===== src/rtl/debounce_pkg.sv =====
// Shared helpers for the debounced input bank.
package debounce_pkg;

    // Width of a channel index; never narrower than one bit.
    function automatic int unsigned index_width(input int unsigned n);
        return (n > 1) ? $clog2(n) : 1;
    endfunction

endpackage


===== src/rtl/debounce_channel.sv =====
// One input channel: synchronizer chain, reload-timer debouncer and
// registered edge pulses. o_change_c flags the edge that updates the level.
module debounce_channel
    import debounce_pkg::*;
#(
    parameter int unsigned SYNC_STAGE_COUNT = 2,
    parameter int unsigned TIMER_WIDTH      = 4,
    parameter int unsigned TIMER_INIT       = 15,
    parameter logic        RESET_VALUE      = 1'b0
) (
    input  logic clk,
    input  logic rst,
    input  logic i_data,
    output logic o_level,
    output logic o_rise,
    output logic o_fall,
    output logic o_change_c
);

    localparam int unsigned SW = SYNC_STAGE_COUNT;

    logic [SW-1:0]          r_sync;
    logic [TIMER_WIDTH-1:0] r_timer;
    logic                   r_level;
    logic                   r_rise;
    logic                   r_fall;
    logic                   w_sample;
    logic                   w_differ;
    logic                   w_expired;

    assign w_sample  = r_sync[SW-1];
    assign w_differ  = (w_sample != r_level);
    assign w_expired = (r_timer == '0);

    // Shift toward the MSB; the cast drops the oldest stage (works for SW == 1).
    always_ff @(posedge clk or posedge rst) begin
        if (rst) begin
            r_sync <= {SW{RESET_VALUE}};
        end else begin
            r_sync <= SW'({r_sync, i_data});
        end
    end

    always_ff @(posedge clk or posedge rst) begin
        if (rst) begin
            r_timer <= TIMER_WIDTH'(TIMER_INIT);
            r_level <= RESET_VALUE;
            r_rise  <= 1'b0;
            r_fall  <= 1'b0;
        end else begin
            r_rise <= w_differ & w_expired & w_sample;
            r_fall <= w_differ & w_expired & ~w_sample;
            if (!w_differ || w_expired) begin
                r_timer <= TIMER_WIDTH'(TIMER_INIT);
            end else begin
                r_timer <= r_timer - TIMER_WIDTH'(1);
            end
            if (w_differ && w_expired) begin
                r_level <= w_sample;
            end
        end
    end

    assign o_level    = r_level;
    assign o_rise     = r_rise;
    assign o_fall     = r_fall;
    assign o_change_c = w_differ & w_expired;

endmodule


===== src/rtl/debounced_input_bank.sv =====
// Multi-channel input conditioner with a lowest-index-first event queue,
// valid/ack handshake and sticky per-channel overrun flags.
module debounced_input_bank
    import debounce_pkg::*;
#(
    parameter int unsigned                     CHANNEL_COUNT    = 8,
    parameter int unsigned                     SYNC_STAGE_COUNT = 2,
    parameter int unsigned                     TIMER_WIDTH      = 4,
    parameter int unsigned                     TIMER_INIT       = 15,
    parameter logic [CHANNEL_COUNT-1:0]        RESET_VALUE      = '0,
    localparam int unsigned                    CH_W             = index_width(CHANNEL_COUNT)
) (
    input  logic                     clock,
    input  logic                     reset,
    input  logic [CHANNEL_COUNT-1:0] dataIn,
    output logic [CHANNEL_COUNT-1:0] dataOut,
    output logic [CHANNEL_COUNT-1:0] risingEdge,
    output logic [CHANNEL_COUNT-1:0] fallingEdge,
    output logic                     eventValid,
    output logic [CH_W-1:0]          eventChannel,
    output logic                     eventLevel,
    output logic                     eventOverrun,
    input  logic                     eventAck
);

    logic [CHANNEL_COUNT-1:0] w_change;
    logic [CHANNEL_COUNT-1:0] w_ack_onehot;
    logic [CHANNEL_COUNT-1:0] r_pending;
    logic [CHANNEL_COUNT-1:0] r_overrun;
    logic [CH_W-1:0]          w_sel;
    logic                     w_any;

    for (genvar g = 0; g < CHANNEL_COUNT; g++) begin : g_chan
        debounce_channel #(
            .SYNC_STAGE_COUNT (SYNC_STAGE_COUNT),
            .TIMER_WIDTH      (TIMER_WIDTH),
            .TIMER_INIT       (TIMER_INIT),
            .RESET_VALUE      (RESET_VALUE[g])
        ) u_chan (
            .clk        (clock),
            .rst        (reset),
            .i_data     (dataIn[g]),
            .o_level    (dataOut[g]),
            .o_rise     (risingEdge[g]),
            .o_fall     (fallingEdge[g]),
            .o_change_c (w_change[g])
        );
    end

    // Priority encoder: scanning downward leaves the lowest pending index.
    always_comb begin
        w_any = |r_pending;
        w_sel = '0;
        for (int i = CHANNEL_COUNT - 1; i >= 0; i--) begin
            if (r_pending[i]) begin
                w_sel = CH_W'(i);
            end
        end
    end

    assign w_ack_onehot = (eventAck && w_any) ? (CHANNEL_COUNT'(1) << w_sel) : '0;

    // A change arriving with the ack re-queues the channel with a clean overrun flag.
    always_ff @(posedge clock or posedge reset) begin
        if (reset) begin
            r_pending <= '0;
            r_overrun <= '0;
        end else begin
            r_pending <= w_change | (r_pending & ~w_ack_onehot);
            r_overrun <= ~w_ack_onehot & (r_overrun | (w_change & r_pending));
        end
    end

    assign eventValid   = w_any;
    assign eventChannel = w_sel;
    assign eventLevel   = dataOut[w_sel];
    assign eventOverrun = r_overrun[w_sel];

endmodule


===== config.mk =====
export PLATFORM = sky130hd
export DESIGN_NAME = debounced_input_bank
export DESIGN_NICKNAME = d
export VERILOG_FILES = /design/src/rtl/debounce_pkg.sv /design/src/rtl/debounce_channel.sv /design/src/rtl/debounced_input_bank.sv
export SDC_FILE = /design/constraint.sdc
export NUM_CORES = 1
export LEC_CHECK = 0
export ABC_AREA = 1
export BUFFER_PORTS_ARGS = -buffer_cell sky130_fd_sc_hd__buf_4
export CAP_MARGIN = 20
export CORE_AREA = 2 2 87 81
export CTS_CLUSTER_SIZE = 28
export DETAILED_ROUTE_END_ITERATION = 6
export DIE_AREA = 0 0 89 83
export GPL_TIMING_DRIVEN = 0
export PLACE_DENSITY = 0.88
export SLEW_MARGIN = 5
export SYNTH_ARGS = -nofsm -noshare
export SYNTH_HDL_FRONTEND = slang
export SYNTH_SLANG_ARGS = --single-unit

===== constraint.sdc =====
create_clock -name clock -period 3.6 [get_ports clock]
set_clock_uncertainty 0.05 [all_clocks]
set_input_delay 0 -clock clock [delete_from_list [all_inputs] [get_ports clock]]
set_output_delay 0 -clock clock [all_outputs]
set_load 0.03 [all_outputs]

### Word-level counts from Yosys, hierarchy flattened

Cells that the tools add are included.

| word-level totals | value |
|---|---|
| flip-flop bits (word level) | 88 |
| output and inout bits | 30 |
| logic and storage cells | 153 |

| cells by class | value |
|---|---|
| shift operators | 1 |
| mux-type cells | 21 |
| equal/unequal tests | 8 |
| order comparisons | 1 |
| add/sub/neg operators | 8 |
| reduce and logical (&&, ||, !) cells | 34 |
| bitwise gates (word level) | 38 |

Operator list:

| operator | number |
|---|---|
| $logic_not A4 Y1 | 8 |
| $mux W4 | 8 |
| $sub A4 B1 Y4 const B | 8 |
| $and A1 B1 Y1 | 24 |
| $and A8 B8 Y8 | 3 |
| $mux W3 | 8 |
| $or A8 B8 Y8 | 2 |
| $logic_and A1 B1 Y1 | 9 |
| $logic_not A1 Y1 | 8 |
| $logic_or A1 B1 Y1 | 8 |
| $mux W8 | 1 |
| $ne A1 B1 Y1 | 8 |
| $not A1 Y1 | 8 |
| $not A8 Y8 | 1 |
| $reduce_or A8 Y1 | 1 |
| $shl A1 B3 Y8 const A | 1 |
| $bmux W1 S3 | 2 |
| $lt A3 B4 Y1 const B | 1 |
| $mux W1 | 2 |

### Depth between registers and ports, before layout

Gate-level depths: netlist of run 1.

| logic depth | value |
|---|---|
| depth in word-level cells | 13 |
| gate-level depth with buffers | 13 |

### Modules after synthesis

Synthesis of run 1 repeated with hierarchy kept, for this count alone.

| second synthesis, totals | value |
|---|---|
| cell total of the unflattened synthesis | 455 |
| area, all modules | 4315.4 sq um |

Modules (own cells, without submodules):

| module | cells an instance | times used | area each (sq um) | seq. area each (sq um) |
|---|---|---|---|---|
| debounce_channel | 39 | 8 | 406.6 | 230.2 |
| debounced_input_bank | 143 | 1 | 1062.3 | 400.4 |

### Least setup slack after synthesis of run 1

No wires, ideal clock.

| timing | value |
|---|---|
| path type | register to register |
| start point | register r_pending[0] |
| end point | register r_pending[5] |
| buffers on the path | 0 |
| cell stages (with the launch flop) | 11 |
| slack | 1.955 ns |
| setup time | 0.135 ns |
| arrival time | 1.460 ns |
| path through | dfrtp_1 clkinv_2 nand2_4 nor3_4 inv_2 nor2_2 inv_2 nor2_4 nand2_1 nand2_1 nand2_1 |

| on the way | value |
|---|---|
| word-level cells in the longest chain between the ends | 6 |
| elaborated cells on any way between the ends | 8 |
| classes of those cells | shift: 1; mux: 2; bitwise: 3; reduce/logical: 2 |

RTL lines:

| item | RTL line | RTL |
|---|---|---|
| start: declaration | debounced_input_bank.sv:28 | `logic [CHANNEL_COUNT-1:0] r_pending;` |
| start signal: assignment | debounced_input_bank.sv:69 | `r_pending <= w_change \| (r_pending & ~w_ack_onehot);` |
| $mux W3 | debounced_input_bank.sv:55 | `if (r_pending[i]) begin` |
| named net eventChannel[2] | debounced_input_bank.sv:20 | `output logic [CH_W-1:0] eventChannel,` |
| $shl A1 B3 Y8 | debounced_input_bank.sv:61 | `assign w_ack_onehot = (eventAck && w_any) ? (CHANNEL_COUNT'(1) << w_sel) : '0;` |
| $mux W8 | debounced_input_bank.sv:61 |  |
| $not A8 Y8 | debounced_input_bank.sv:69 |  |
| $and A8 B8 Y8 | debounced_input_bank.sv:69 |  |
| $or A8 B8 Y8 | debounced_input_bank.sv:69 |  |

The timed path passes the listed nets, and every way through them passes these cells.
A chain may end at the register's enable or synchronous reset.

### Final worst setup path of run 1

| timing | value |
|---|---|
| start point | register r_pending[7] |
| end point | output eventOverrun |

| on the way | value |
|---|---|
| word-level cells in the longest chain between the ends | 10 |

RTL lines:

| item | RTL line | RTL |
|---|---|---|
| $mux W3 (8 in a row) | debounced_input_bank.sv:55 |  |
| $bmux W1 S3 | debounced_input_bank.sv:77 | `assign eventOverrun = r_overrun[w_sel];` |
| $mux W1 (implied by the code) | debounced_input_bank.sv:77 |  |
| end: declaration | debounced_input_bank.sv:22 | `output logic eventOverrun,` |

Every way passes these cells. The select of a mux whose other input is x is not followed.

==> results of run 1 <==
-- registers in the layout, indices dropped and copies added (netlist names) --
register	cells
g_chan.u_chan.o_level	8
g_chan.u_chan.o_fall	8
g_chan.u_chan.r_sync	16
r_overrun	8
g_chan.u_chan.o_rise	8
g_chan.u_chan.r_timer	32
r_pending	8
-- logic make-up (layout without fill, tap and decap cells) --
| logic type | after synthesis | in the layout | share of synthesized area, % |
|---|---|---|---|
| compound gates | 25 | 25 | 3.23 |
| simple gates | 207 | 207 | 22.5 |
| flops | 88 | 88 | 56.2 |
| buf+inv | 92 | 159 | 11.1 |
| fa+ha+maj | 16 | 16 | 5.02 |
| xor+xnor | 9 | 9 | 1.98 |
-- power breakdown --
group / internal (W) / switching, W / leakage [nW]
clock network: 0.000269 / 0.000329 / 0.0930
logic: 0.000297 / 0.000691 / 1.40
registers: 0.00107 / 0.0000574 / 1.08
-- Yosys cell counts --
cell type and number:
ha_1 16, clkinv_2 1, nand3_1 25, a21oi_2 1, buf_6 1, nand2_2 1, nor2_4 1, dfstp_2 32
xnor2_1 9, inv_1 61, inv_2 5, nand4_1 9, nand3b_1 1, nor2_2 1, nand2_4 4, a21oi_1 9
o21ai_0 10, nor3b_1 1, nand2_1 83, o21ai_1 5, nor2_1 78, dfrtp_1 56, nor3_1 2, nor3_4 1
buf_4 24
-- per-layer routing --
layer / share of wire, % / routed length [um] / global-route usage (%) / up-vias
li1: - / - / - / 1443
met1: 41 / 2880 / 27.2 / 1418
met2: 51 / 3600 / 35.2 / 85
met3: 6.3 / 446 / 5.27 / 13
met4: 2.1 / 152 / 7.46 / 0
met5: 0 / 0 / 0 / -
-- area by class of cell --
| type | instances | share of cell area (%) |
|---|---|---|
| multi-input cells | 257 | 27.7 |
| clock buffers | 11 | 3.01 |
| plain buffers | 25 | 4.07 |
| flip-flops and latches | 88 | 47.7 |
| well taps | 90 | 2.40 |
| repair buffers | 51 | 8.95 |
| clock inverters | 5 | 0.692 |
| inverters | 67 | 5.43 |
-- timing repair --
item	CTS	global route
hold buffers	10	0
buffers inserted	0	0
endpoints found under the hold margin	37	0
-- stage by stage --
| stage | total power, W | hold WS, ns | std cells | cell area, um^2 |
|---|---|---|---|---|
| finish | 0.00271 | 0.211 | 594 | 4700 |
| global route | 0.00289 | 0.233 | 594 | 4700 |
| CTS | 0.00273 | 0.212 | 594 | 4700 |
| detailed placement | 0.00211 | 0.0496 | 568 | 4430 |
| global placement | 0.00207 | 0.0592 | 567 | 4400 |
| floorplan | 0.00185 | -0.0186 | 437 | 3990 |
-- worst max-delay path by stage --
stage,startpoint,to,slack (ns),cells past startpoint
finish,r_pending[7],eventOverrun,1.64,12
global route,r_pending[7],eventOverrun,1.47,12
CTS,r_pending[4],eventOverrun,1.63,11
detailed placement,g_chan[3].u_chan.r_timer[0],r_overrun[3],1.92,7
global placement,reset,g_chan[0].u_chan.r_sync[0],0.49,2
floorplan,reset,g_chan[0].u_chan.o_fall,1.32,1
-- cells in the final DEF, fill, tap and decap left out --
cell type      count
a21oi_1            9
a21oi_2            1
buf_12             1
buf_4             64
buf_6              1
clkbuf_1           1
clkbuf_8          10
clkinv_2           4
clkinv_4           2
dfrtp_1           56
dfstp_2           32
dlygate4sd3_1     10
ha_1              16
inv_1             60
inv_2              5
inv_4              1
nand2_1           83
nand2_2            1
nand2_4            4
nand3_1           25
nand3b_1           1
nand4_1            9
nor2_1            78
nor2_2             1
nor2_4             1
nor3_1             2
nor3_4             1
nor3b_1            1
o21ai_0           10
o21ai_1            5
xnor2_1            9
-- worst max-delay path: cells and delay by family (launching register included) --
family                 cells  cell delay [ns]
and+or+nand+nor            7             0.56
DFF                        1             0.37
buffers and inverters      4             0.44
AOI/OAI and AO/OA          1             0.20
==> impl_metrics.toml, run 1 <==
[routing]
via_count = 2959
drc = 1
drt_iter0_drc = 160
vias_per_cell = 4.98
first_pass_iters = 6
ant_nets = 0
drt-total-wl_um = 7080
wl_per_cell_um = 11.9

[place]
gp_congestion = 0.949
io_buffer_count = 40
dp_hpwl_um = 5310
place_ws_ns = 1.92

[cells_and_area]
area_delta_synth_final_pct = 17.8
drive_gt1_share_pct = 25.6
seqCellArea_um2 = 2240
fillers = 465
multiInputGateArea_um2 = 1300
finish.utilization_pct = 72.9
nets = 526
diodes = 0

[clocking]
cts_root_buffer = "clkbuf_8"
postCtsResizedCells = 0
tritoncts = "yes"
cts.sinks = 88
h-tree-depth = 3
clk_latency_ns = 0.35
clk_pin_slew_worst_paths_ns = 0.08
clockBufferDepth = 2
cts_buffers = 9

[worst_setup_path]
crit_path_end_kind = "output pin"
path_class = "reg -> out"
worstSetupStartpointType = "register"
regToRegStartpoint = "g_chan[3].u_chan.r_timer[0]"
r2r_cells = 7
cp.arrival_ns = 1.91
cp_cell_sequence = "inv_1 -> nand2_1 -> nand2_1 -> a21oi_2 -> buf_6 -> nand4_1 -> nand2_1 -> inv_1 -> nand3_1 -> nand2_1 -> nand2_1 -> buf_4"
crit_fanout = 10
r2r_slack_ns = 1.88
max_stage_delay_ns = 0.37
slowest_stage = "dfrtp_1"
cp.required_ns = 3.55
crit_top_cell = "nand2_1"
rr_endpoint = "r_overrun[3]"

[synthesis]
yosys.area.top_type = "dfrtp_1"
syn-cell-area_um2 = 3990
yosys_warnings = 0
ys_ff_latch = 88
synthTopCellsByArea = "dfrtp_1, dfstp_2, nand2_1, nor2_1, inv_1"
synth_top_area_share_pct = 35.1
synth_nets = 464
syn_inst = 437
synth-seq-area-share_pct = 56.2
synth_cell_types = 25
avgSynthCellArea_um2 = 9.13

[timing]
fmax_ghz = 0.511
setup_ws_ns = 1.64
setup_tns_ns = 0
fin_crit_ns = 1.96
rsz0062_at_grt = "false"
slew_headroom_pct = 63.0
drv_slew = 0
setup_viol = 0
fin_crit_sh_pct = 54.4
tightest_slew_ns = 0.550
hold_viol_final = 0

[floorplanning]
core_um2 = 6450
die_area_um2 = 7390
die_w_um = 89
ioPinCount = 41
row_count = 28
die_h_um = 83
initial_core_util_pct = 61.9

[grt]
grt_pass1_vias = 3007
grt_pass1_wl_um = 12500
track_usage_pct = 21.3
grt-ovfl-total = 0
grt_max_degree = 46
grt_antenna_before_repair = 0

[power_and_ir_drop]
power_density_nw_per_um2 = 578
p_leak_nw = 2.57
ir_worst_vdd_mv = 0.364

[hold_path]
hold_class = "in -> async"

[outcome]
status = "finished with violations"
violations = "DRC"

[job]
maxCapViolCount = 0
(Power assumes the default switching activity.)
==> inputs of run 2 (changes only) <==
Settings changed: CORE_AREA 2 2 87 81 to 2 2 95 88, DIE_AREA 0 0 89 83 to 0 0 97 90, PLACE_DENSITY 0.88 to 0.79.
Clock period 3.6 ns to 1.7 ns, I/O delays scaled along.
==> impl_metrics.toml, run 2 (synthesis results as in run 1) <==
[cells_and_area]
area_delta_synth_final_pct = 23.4
multiInputGateArea_um2 = 1350
nets = 537
largest_register_ffs = 32
finish.instance_area_um2 = 4920
drive_gt1_share_pct = 29.5
final_cell_mix = "nand2_1, nor2_1, buf_4, inv_1, dfrtp_1"
seqCellArea_um2 = 2240
diodes = 0
regMostFlops = "g_chan.u_chan.r_timer"
final_common_cell = "nand2_1"
fillers = 622
reg_top3 = "g_chan.u_chan.r_timer x32, g_chan.u_chan.r_sync x16"

[place]
dpl_cell_area_um2 = 4460
place_ws_ns = 0.0590
io_buffer_count = 40
gp_congestion = 0.867
dp_hpwl_um = 5220

[power_and_ir_drop]
power_density_nw_per_um2 = 1380
ir_worst_vdd_mv = 0.701
p_leak_nw = 2.65

[timing]
fin_crit_sh_pct = 114
setup_viol = 5
setup_ws_ns = -0.245
hold_viol_final = 0
drv_slew = 0
slew_headroom_pct = 61.7
rsz0062_at_grt = "true"
fin_crit_ns = 1.94
tightest_slew_ns = 0.568
fmax_ghz = 0.514

[grt]
grt_pass1_vias = 2949
grt_antenna_before_repair = 0
track_usage_pct = 17.9
grt-ovfl-total = 0
grt_pass1_wl_um = 12700
grt_max_degree = 42

[routing]
wl_met2_um = 3740
via_count = 2949
drt-total-wl_um = 7410
dr_wl_met3_um = 334
dr.max_layer_used = "met4"
drc = 0
ant_nets = 0
vias_per_cell = 4.80
met1_length_um = 3240
wl_per_cell_um = 12.1
drt_iter0_drc = 139
first_pass_iters = 6

[worst_setup_path]
worstSetupStartpointType = "register"
cp.arrival_ns = 1.89
r2r_cells = 13
path_class = "reg -> out"
crit_path_end_kind = "output pin"
r2r_slack_ns = -0.02
regToRegStartpoint = "r_pending[6]"
crit_fanout = 5
cp.required_ns = 1.65
rr_endpoint = "r_pending[1]"

[hold_path]
hold_class = "in -> async"

[clocking]
clockBufferDepth = 2
cts.sinks = 88
cts_buffers = 9
clk_latency_ns = 0.36
clk_pin_slew_worst_paths_ns = 0.09
cts_root_buffer = "clkbuf_8"
tritoncts = "yes"
h-tree-depth = 3

[floorplanning]
initial_core_util_pct = 51.2
die_w_um = 97
row_count = 31
core_um2 = 7800
die_h_um = 90
ioPinCount = 41
die_area_um2 = 8730

[outcome]
violations = "setup timing"
status = "finished with violations"

[job]
maxCapViolCount = 0
-- run 2: worst max path at each step --
stage,from,to,slack (ns),cells after the start
2_1_floorplan,r_pending[0],r_pending[5],0.06,10
3_3_place_gp,reset,g_chan[1].u_chan.o_rise,0.12,2
3_5_place_dp,r_pending[0],r_overrun[5],0.06,10
4_1_cts,r_pending[4],eventOverrun,-0.22,11
5_1_grt,r_pending[5],eventOverrun,-0.42,11
6_report,r_pending[5],eventOverrun,-0.24,11
-- run 2: metal layers --
| metal | up-vias | GRT usage, % |
|---|---|---|
| met3 | 10 | 6.53 |
| li1 | 1464 | - |
| met5 | - | 0 |
| met2 | 60 | 30.3 |
| met1 | 1415 | 21.3 |
| met4 | 0 | 5.40 |
-- run 2: worst max-delay path, stage by stage (launching register included) --
cell and delay, ns:
dfrtp_1 0.41, nor2_1 0.14, nand2_2 0.09, a21oi_4 0.20, buf_6 0.14, nand4_1 0.09
nand2_1 0.08, inv_1 0.04, nand3_1 0.07, nand2_1 0.05, nand2_1 0.09, buf_6 0.14
-- run 2: layout make-up --
| class | instances | area share [%] |
|---|---|---|
| Inverter | 67 | 5.34 |
| Clock buffer | 10 | 2.80 |
| Buffer | 25 | 3.89 |
| Multi-Input combinational cell | 257 | 27.3 |
| Timing Repair Buffer | 62 | 10.8 |
| Sequential cell | 88 | 45.5 |
| Clock inverter | 6 | 1.83 |
| Tap cell | 99 | 2.52 |
-- run 2: per-stage QoR --
stage | std cells | total power (W) | utilization (%) | hold WS [ns] | setup TNS (ns)
CTS | 609 | 0.00646 | 62.4 | 0.0707 | -0.413
global placement | 576 | 0.00439 | 56.7 | 0.0591 | 0
floorplan | 437 | 0.00392 | - | -0.0186 | 0
global route | 614 | 0.00720 | 63.2 | 0.0870 | -1.93
finish | 614 | 0.00680 | 63.2 | 0.0894 | -0.572
detailed placement | 578 | 0.00448 | 57.2 | -0.0797 | 0
-- run 2: power by group --
part | switching (W) | internal [W]
logic | 0.00174 | 0.00105
clock network | 0.000740 | 0.000875
registers | 0.000121 | 0.00227
total | 0.00260 | 0.00420
-- run 2: timing repair --
action,4_1_cts,5_1_grt
buffers inserted,4,5
pin swaps,1,4
endpoints found under the setup margin,4,19
endpoints found under the hold margin,66,0
resized for setup,11,13
hold buffers,10,0
gates cloned,1,0
==> inputs of run 3 (changes only) <==
Settings changed: CORE_AREA 2 2 95 88 to 2 2 99 91, DIE_AREA 0 0 97 90 to 0 0 101 93, SYNTH_HIERARCHICAL set to 1.
==> impl_metrics.toml, run 3 <==
[routing]
drt_iter0_drc = 140
dr_wl_met3_um = 337
wl_met2_um = 3970
drc = 0
drt-total-wl_um = 7980
dr.max_layer_used = "met4"
met1_length_um = 3430
via_count = 3120
ant_nets = 0
vias_per_cell = 4.84
wl_per_cell_um = 12.4
first_pass_iters = 4

[worst_setup_path]
crit_fanout = 4
crit_path_end_kind = "output pin"
cp.required_ns = 1.65
path_buf_inv = 5
r2r_slack_ns = -0.07
max_stage_delay_ns = 0.42
critical_path.top_delay_family = "simple AND/OR/NAND/NOR gates"
slowest_stage = "dfrtp_1"
regToRegStartpoint = "r_pending[5]"
path_class = "reg -> out"
cp.arrival_ns = 1.95
crit_top_cell = "nand2_1"
r2r_cells = 13
rr_endpoint = "r_pending[5]"
worstSetupStartpointType = "register"
cp_cell_sequence = "buf_6 -> inv_2 -> nand2_1 -> nand2_2 -> nand2_4 -> buf_4 -> nand4_1 -> nand2_1 -> inv_1 -> nand3_1 -> nand2_1 -> nand2_2 -> buf_6"

[hold_path]
hold_class = "in -> async"

[grt]
grt_antenna_before_repair = 0
grt_pass1_wl_um = 13800
track_usage_pct = 18.6
grt_pass1_vias = 3219
grt_max_degree = 17
grt-ovfl-total = 0

[timing]
fin_crit_sh_pct = 118
slew_headroom_pct = 58.0
tightest_slew_ns = 0.630
fmax_ghz = 0.499
hold_slack_ns = 0.175
hold_viol_final = 0
drv_slew = 0
setup_ws_ns = -0.303
fin_crit_ns = 2.00
setup_tns_ns = -0.926
rsz0062_at_grt = "true"
setup_viol = 8

[clocking]
clockBufferDepth = 2
cts_root_buffer = "clkbuf_8"
clk_latency_ns = 0.36
tritoncts = "yes"
cts_buffers = 9
h-tree-depth = 3
clk_pin_slew_worst_paths_ns = 0.08
cts.sinks = 88

[floorplanning]
die_h_um = 93
ioPinCount = 41
die_w_um = 101
core_um2 = 8410
die_area_um2 = 9390
initial_core_util_pct = 51.3
row_count = 32

[synthesis]
synthMuxAreaShare_pct = 0
synthXorXnorAreaFrac_pct = 1.62
synth_top_family_by_area = "simple AND/OR/NAND/NOR gates"
synthAdderAreaFrac_pct = 4.64
yosys_warnings = 6
synthTopCellsByArea = "dfrtp_1, dfstp_2, nand2_1, inv_1, nand2_2"
synth_commonest_cells = "nand2_1, inv_1, dfrtp_1"
synth.most_common_cell = "nand2_1"
synthArstFlopShare_pct = 100
syn_inst = 455
yosys.area.top_type = "dfrtp_1"
avgSynthCellArea_um2 = 9.48
synth_top_area_share_pct = 32.5
ys_ff_latch = 88
synth-seq-area-share_pct = 52.0
synth_flop_cell = "dfrtp_1"
syn-cell-area_um2 = 4320
synth-compound-area-share_pct = 4.44
synth_nets = 482
synth-simple-area-share_pct = 28.6
synth_cell_types = 25
synth_edf_count = 0

[cells_and_area]
finish.utilization_pct = 63.5
fillers = 671
nets = 564
fin_cells = 644
area_delta_synth_final_pct = 23.7
final_common_cell = "inv_1"
reg_top3 = "g_chan.u_chan/r_timer x32, g_chan.u_chan/r_sync x16"
largest_register_ffs = 32
diodes = 0
regMostFlops = "g_chan.u_chan/r_timer"
drive_gt1_share_pct = 38.6
final_cell_mix = "inv_1, nand2_1, dfrtp_1, buf_4, nand2_2"

[power_and_ir_drop]
p_leak_nw = 2.94
ir_worst_vdd_mv = 0.774
fin_total_pwr_w = 0.00751
power_density_nw_per_um2 = 1410

[outcome]
status = "finished with violations"
violations = "setup timing"

[place]
io_buffer_count = 40
dpl.cell_count = 597
gp_congestion = 0.894
dp_hpwl_um = 5500

[job]
maxCapViolCount = 0
==> run 3: cell types whose count changed after synthesis, moves of 14 or more <==
cell      before  now
buf_4         24    0
inv_1         61   89
nand2_2        1   33
nor2_1        78   11
o21bai_1       0   14
==> run 3: kinds of logic after synthesis <==
kind of cell | Yosys count
adder cells (fa/ha/maj) | 16
AO/OA/AOI/OAI | 28
buffers and inverters | 98
AND/OR/NAND/NOR | 217
XOR/XNOR | 8
flip-flops | 88
==> run 3: report_power, final <==
part,switching [W],internal [W],total (W)
clock,0.000736,0.000871,0.00161
sequential,0.000139,0.00227,0.00241
combinational,0.00200,0.00150,0.00349
==> run 3: per-layer routing <==
metal	vias to the layer above	GRT usage, %
met5	-	0
met4	0	7.66
met3	23	5.83
met2	62	31.3
met1	1494	22.2
li1	1541	-
==> run 3: stage by stage <==
stage	area, um^2	setup slack [ns]
final	5340	-0.303
after global routing	5340	-0.379
after CTS	5180	-0.237
after detailed placement	4740	0.0616
after global placement	4740	0.0884
after floorplan	4320	0.147
==> run 3: worst max-delay path by stage <==
stage,from,end,cells past startpoint
after floorplan,r_pending[0],r_pending[5],9
after global placement,r_pending[5],eventLevel,11
after detailed placement,r_pending[5],eventOverrun,11
after CTS,r_pending[4],eventOverrun,11
after global routing,r_pending[2],eventLevel,9
final,r_pending[5],eventLevel,13
==> run 3: what timing repair did <==
item                                   CTS  global route
setup endpoints to repair                3            18
hold buffers                            10             0
cloned                                   1             0
setup buffers                            7            14
pin swaps                                8            11
endpoints found under the hold margin   97             0
resized for setup                       15            15
==> run 3: layout make-up <==
type	count	area [um^2]	share of cell area, %
repair buffers	71	596	11.2
inverters	97	374	7.01
clock inverters	6	91.3	1.71
well taps	102	128	2.39
clock buffers	10	138	2.58
plain buffers	1	11.3	0.211
flip-flops and latches	88	2240	42.0
multi-input cells	269	1760	33.0
==> run 3: worst register-to-register path, delay by kind of cell (launching register included) <==
| family | cells | cell delay, ns |
|---|---|---|
| AND/OR/NAND/NOR | 8 | 0.66 |
| buffers and inverters | 4 | 0.39 |
| AO/OA/AOI/OAI | 1 | 0.15 |
| flip-flops | 1 | 0.41 |
